===== config.mk =====
export PLATFORM = sky130hd
export DESIGN_NAME = exception_unit
export DESIGN_NICKNAME = d
export VERILOG_FILES = /design/src/rtl/exception_unit.sv
export SDC_FILE = /design/constraint.sdc
export NUM_CORES = 1
export LEC_CHECK = 0
export CAP_MARGIN = 20
export CORE_MARGIN = 3
export CORE_UTILIZATION = 55
export CTS_BUF_LIST = sky130_fd_sc_hd__clkbuf_4 sky130_fd_sc_hd__clkbuf_8 sky130_fd_sc_hd__clkbuf_16
export CTS_CLUSTER_DIAMETER = 120
export DETAILED_ROUTE_END_ITERATION = 6
export DONT_BUFFER_PORTS = 1
export PLACE_DENSITY = 0.68
export SLEW_MARGIN = 20
export SYNTH_ARGS = -nofsm -noshare
export SYNTH_HDL_FRONTEND = slang
export SYNTH_SLANG_ARGS = --single-unit
export TNS_END_PERCENT = 50

===== constraint.sdc =====
create_clock -name clk -period 2.6 [get_ports clk]
set_input_delay 0.26 -clock clk [delete_from_list [all_inputs] [get_ports clk]]
set_output_delay 0.26 -clock clk [all_outputs]
set_load 0.05 [all_outputs]

===== src/rtl/exception_unit.sv =====
// Exception sequencer: records EPC/Cause for ID invalid-opcode and EX overflow
// faults, drives the flush/redirect pulse to the handler vector, and redirects
// back to EPC on ERET. Exceptions arriving while the handler is active or while
// the entry redirect is in flight are counted in a saturating drop counter.
module exception_unit #(
    parameter int              PC_W         = 32,
    parameter logic [PC_W-1:0] HANDLER_ADDR = 32'h8000_0180,
    parameter int              CNT_W        = 8
) (
    input  logic             clk,
    input  logic             rst,
    input  logic             id_invalid,
    input  logic             ex_overflow,
    input  logic [PC_W-1:0]  id_pc,
    input  logic [PC_W-1:0]  ex_pc,
    input  logic             eret,
    output logic             pc_redirect,
    output logic [PC_W-1:0]  redirect_addr,
    output logic             flush_if,
    output logic             flush_id,
    output logic             flush_ex,
    output logic             exl,
    output logic [PC_W-1:0]  epc,
    output logic [31:0]      cause,
    output logic [CNT_W-1:0] drop_cnt
);

    typedef enum logic [1:0] {
        IDLE    = 2'd0,
        ENTER   = 2'd1,
        HANDLER = 2'd2,
        RETURN  = 2'd3
    } state_t;

    localparam logic [4:0] EXC_OV = 5'd12;
    localparam logic [4:0] EXC_RI = 5'd10;

    state_t state;
    logic   exc;

    assign exc = ex_overflow | id_invalid;

    // Saturating increment: the counter sticks at all-ones rather than wrapping
    function automatic logic [CNT_W-1:0] sat_inc(input logic [CNT_W-1:0] v);
        return (&v) ? v : v + {{(CNT_W-1){1'b0}}, 1'b1};
    endfunction

    // ExcCode sits in bits [6:2]; every other Cause bit reads as zero
    function automatic logic [31:0] cause_word(input logic [4:0] code);
        return {25'd0, code, 2'b00};
    endfunction

    // Exception FSM with all outputs registered alongside the state transition
    always_ff @(posedge clk or posedge rst) begin
        if (rst) begin
            state         <= IDLE;
            pc_redirect   <= 1'b0;
            redirect_addr <= '0;
            flush_if      <= 1'b0;
            flush_id      <= 1'b0;
            flush_ex      <= 1'b0;
            exl           <= 1'b0;
            epc           <= '0;
            cause         <= '0;
            drop_cnt      <= '0;
        end else begin
            pc_redirect   <= 1'b0;
            redirect_addr <= '0;
            flush_if      <= 1'b0;
            flush_id      <= 1'b0;
            flush_ex      <= 1'b0;
            case (state)
                // RETURN behaves like IDLE so an exception right after ERET
                // enters the handler again with no idle gap
                IDLE, RETURN: begin
                    state <= IDLE;
                    exl   <= 1'b0;
                    if (exc) begin
                        state         <= ENTER;
                        pc_redirect   <= 1'b1;
                        redirect_addr <= HANDLER_ADDR;
                        flush_if      <= 1'b1;
                        flush_id      <= 1'b1;
                        flush_ex      <= ex_overflow;
                        exl           <= 1'b1;
                        // Overflow is the older instruction, so it wins
                        if (ex_overflow) begin
                            epc   <= ex_pc;
                            cause <= cause_word(EXC_OV);
                        end else begin
                            epc   <= id_pc;
                            cause <= cause_word(EXC_RI);
                        end
                    end
                end
                // Inputs seen here belong to squashed instructions
                ENTER: begin
                    state <= HANDLER;
                    exl   <= 1'b1;
                    if (exc) drop_cnt <= sat_inc(drop_cnt);
                end
                HANDLER: begin
                    exl <= 1'b1;
                    if (exc) drop_cnt <= sat_inc(drop_cnt);
                    if (eret) begin
                        state         <= RETURN;
                        pc_redirect   <= 1'b1;
                        redirect_addr <= epc;
                        flush_if      <= 1'b1;
                        exl           <= 1'b0;
                    end
                end
                default: begin
                    state <= IDLE;
                    exl   <= 1'b0;
                end
            endcase
        end
    end

endmodule


# After elaboration in Yosys (flattened, before gate mapping)
# Index checks and enable logic that the tools add are counted.
totals:
  inputBits: 69
  reg_bits: 110
  out_inout_bits: 109
  word_cells: 38
op_classes:
  add_sub_neg: 1
  n_reduce_logical: 6
  bitwise: 2
  eq_ne: 4
  mux: 16
op_table:
  columns: ["operator", "n"]
  rows:
  - ["$mux W32", 3]
  - ["$pmux W32 S2", 1]
  - ["$add A8 B1 Y8 const B", 1]
  - ["$reduce_and A8 Y1", 1]
  - ["$mux W1", 7]
  - ["$pmux W2 S3", 1]
  - ["$mux W5", 1]
  - ["$eq A2 B2 Y1 const B", 2]
  - ["$reduce_or A2 Y1", 2]
  - ["$pmux W1 S3", 1]
  - ["$reduce_and A3 Y1", 1]
  - ["$eq A2 B1 Y1 const B", 1]
  - ["$logic_not A2 Y1", 1]
  - ["$mux W2", 1]
  - ["$ne A2 B2 Y1 const B", 1]
  - ["$pmux W1 S2", 1]
  - ["$reduce_and A2 Y1", 1]
  - ["$not A1 Y1", 1]
  - ["$or A1 B1 Y1", 1]

# Logic depth before layout (Yosys ltp)
logic_depth:
  word_depth: 3
  depth_mapped: 7

# Worst setup path after synthesis
# OpenSTA, ideal clock, no wires.
synth_timing:
  path_type: "register -> register"
  start: "register drop_cnt[0]"
  end: "register drop_cnt[1]"
  setup_slack_ns: 0.745
  arrival_time_ns: 1.730
  stages_incl_launch_ff: 5
  setup_time_ns: 0.125
  cell_sequence: "dfrtp_1 -> ha_1 -> nand4_1 -> o21ai_1 -> mux2_2"
synth_between:
  elab_chain_cells: 3
  word_cells_on_any_way: 4
  cone_classes: "1 x add/sub; 1 x bitwise; 2 x reduce/logical"
synth_rtl:
  columns: ["element", "line", "text"]
  rows:
  - ["start, declared", "25", "output logic [CNT_W-1:0] drop_cnt"]
  - ["start signal, assigned", "100", "if (exc) drop_cnt <= sat_inc(drop_cnt);"]
  - ["start signal, assigned", "104", "if (exc) drop_cnt <= sat_inc(drop_cnt);"]
  - ["branches (longest 3 deep; another with $add A8 B1 Y8)", null, null]
# Parallel ways; which one is timed is not known.
# A chain may end at the register's enable or synchronous reset.

# Final worst setup path
layout_timing:
  start: "register drop_cnt[1]"
  end: "register drop_cnt[1]"
# Same word-level chain as after synthesis.

==> flow_summary.toml <==
[power_and_ir_drop]
seqPwrFrac = 0.580
p_per_area_nw_per_um2 = 1650
leakage_nw = 1.77
pwr-share-comb = 0.259
p_sw_frac = 0.530
ir_worst_vdd_uv = 809
p_clk_frac = 0.162
intPower_mw = 2.91
switchingPower_mw = 3.29

[timing]
hold_violations = 0
min_period_ps = 2050
period_share = 0.787
worst_pin_slew_ps = 887
drv_slew = 0
max-slew-margin-rel = 0.409
rsz0062_at_grt = "false"
setup_tns_ps = 0
fin_skew_ps = 8.60
fmax_mhz = 489
setup_viol = 0

[placed_design]
dp_cells = 369
gp_congestion = 0.830
dp_hpwl_um = 5280
port_buffers = 0
postPlaceCellArea_sq_um = 3530

[global_route]
antenna_found_initial = 0
grt_pass1_vias = 2136
grt_max_degree = 42
grt-ovfl-total = 0
grt_pass1_wl_um = 11200
grt_usage = 0.194

[yosys]
syn_area_per_cell_sq_um = 11.6
synthCells = 307
synth_flop_cell = "dfrtp_1"
syn_area_sq_um = 3570
ys_ff_latch = 81
synth_warnings = 0
synth.distinct_cells = 37
yosysSeqAreaShare = 0.568
ys_async_sr_fraction = 1.00
synth_edf_count = 0

[die]
initial_core_util = 0.586
rows = 28
die_y_um = 86.6
core_sq_um = 6100
num_io_pins = 178
fp.dieArea_sq_um = 7500
fp.dieW_um = 86.6

[routing]
vias_per_cell = 5.88
first_pass_iters = 4
routed_wl_um = 7360
wire_per_inst_um = 19.1
drt_iter0_drc = 79
vias = 2270
postRouteAntennaNets = 0
drc = 0

[clock_tree]
clock-sinks = 81
cts-root-buf = "clkbuf_8"
cts_buffer_depth = 2
clock_latency_ps = 330
cts_tree = "done"
h-tree-depth = 3
cts_made_buffers = 9
clk_pin_slew_worst_paths_ps = 80

[cells_and_area]
antenna_cells = 0
final_core_util = 0.617
drive_gt1_frac = 0.113
fin_nets = 380
final_area_sq_um = 3760
fin_cells = 386
area_delta_synth_final_pct = 5.29

[setup_path]
path_class = "register to register"
cp_cell_sequence = "ha_1 > nand4_1 > o21ai_1 > mux2_2"
cp_top_family = "flip-flops"
crit_required_ps = 2830
worstSetupStartpointType = "register"
slowest_delay_ps = 700
slowest_stage = "dfrtp_1"
critPathBufInv = 0
worst-path-max-fanout = 5
arrival_ps = 2270
cp-end-kind = "register"

[outcome]
outcome = "completed"

[hold_path]
min_path_type = "input pin to register"

[job]
cap_violations = 0
==> flip-flops by register name (all words and copies together), names as in the netlist <==
name / count
flush_if: 1
flush_id: 1
state: 2
redirect_addr: 32
cause: 3
exl: 1
flush_ex: 1
drop_cnt: 8
epc: 32
==> power groups by stage <==
stage	Combinational, mW	Clock (mW)	Sequential (mW)
global route	1.81	1.09	3.67
detailed placement	1.62	0	3.64
floorplan	1.39	0	3.50
global placement	1.59	0	3.63
CTS	1.62	1.03	3.61
finish	1.60	1.00	3.59
==> cells by family after synthesis <==
group	synth area share
buffers and inverters	0.0995
AND/OR/NAND/NOR	0.110
XOR/XNOR	0.00491
multiplexers	0.0154
AO/OA/AOI/OAI	0.184
other	0.00105
adder cells (fa/ha/maj)	0.0175
flip-flops	0.568
==> cells in the mapped netlist, types with 5 or more instances <==
master    number  area (sq um)
buf_4         32           240
o22ai_1        9          56.3
nand2_1        9          33.8
buf_2         14          70.1
a22o_1        46           403
a21oi_1       14          70.1
o21ai_0       11          55.1
and2_1        28           175
ha_1           5          62.6
nor2_1         5          18.8
nand3b_1       9          67.6
inv_1          8          30.0
dfrtp_1       81          2030
==> per-layer routing <==
metal / vias up / GRT usage / wire length, um / share of wire
li1: 1035 / - / - / -
met1: 1118 / 0.247 / 2930 / 0.40
met2: 110 / 0.314 / 3680 / 0.50
met3: 7 / 0.0570 / 679 / 0.092
met4: 0 / 0.0737 / 72 / 0.0098
met5: - / 0 / 0 / 0
==> cell usage in the layout (no fill, tap or decap), types with 9 or more instances in the layout <==
cell / instances
a21oi_1: 14
a22o_1: 46
and2_1: 28
clkbuf_8: 9
conb_1: 29
dfrtp_1: 81
nand2_1: 9
nand3b_1: 9
o21ai_0: 11
o22ai_1: 9
==> per-stage QoR <==
| step | worst slack, ps | total power, mW | hold slack [ps] |
|---|---|---|---|
| after floorplan | 260 | 4.89 | 407 |
| final | 555 | 6.20 | 60.0 |
| after detailed placement | 603 | 5.25 | 271 |
| after CTS | 590 | 6.26 | 46.2 |
| after global placement | 672 | 5.22 | 272 |
| after global routing | 473 | 6.56 | 60.3 |
==> what timing repair did <==
item / CTS / global route
endpoints found under the setup margin: 0 / 0
endpoints found under the hold margin: 40 / 0
gates resized for setup: 0 / 0
hold buffers: 1 / 0
setup buffers: 0 / 0
==> final timing paths <==
check / startpoint / endpoint / slack, ps / cells after the start
worst max-delay path: drop_cnt[1] / drop_cnt[1] / 550 / 4
worst min-delay path: ex_overflow / cause[3] / 60 / 1
worst max register to register: drop_cnt[1] / drop_cnt[1] / 550 / 4
worst min register to register: state[0] / state[0] / 550 / 1
max in group asynchronous: rst / redirect_addr[4] / 1480 / 3
min in group asynchronous: rst / redirect_addr[21] / 460 / 2
==> area by class of cell <==
class	count	area (sq um)
well taps	75	93.8
multi-input cells	196	1300
flip-flops and latches	81	2030
clock inverters	6	91.3
inverters	9	35.0
fillers	531	2340
repair buffers	9	82.6
clock buffers	10	131
Note: power is estimated with default switching activity, not from simulation.
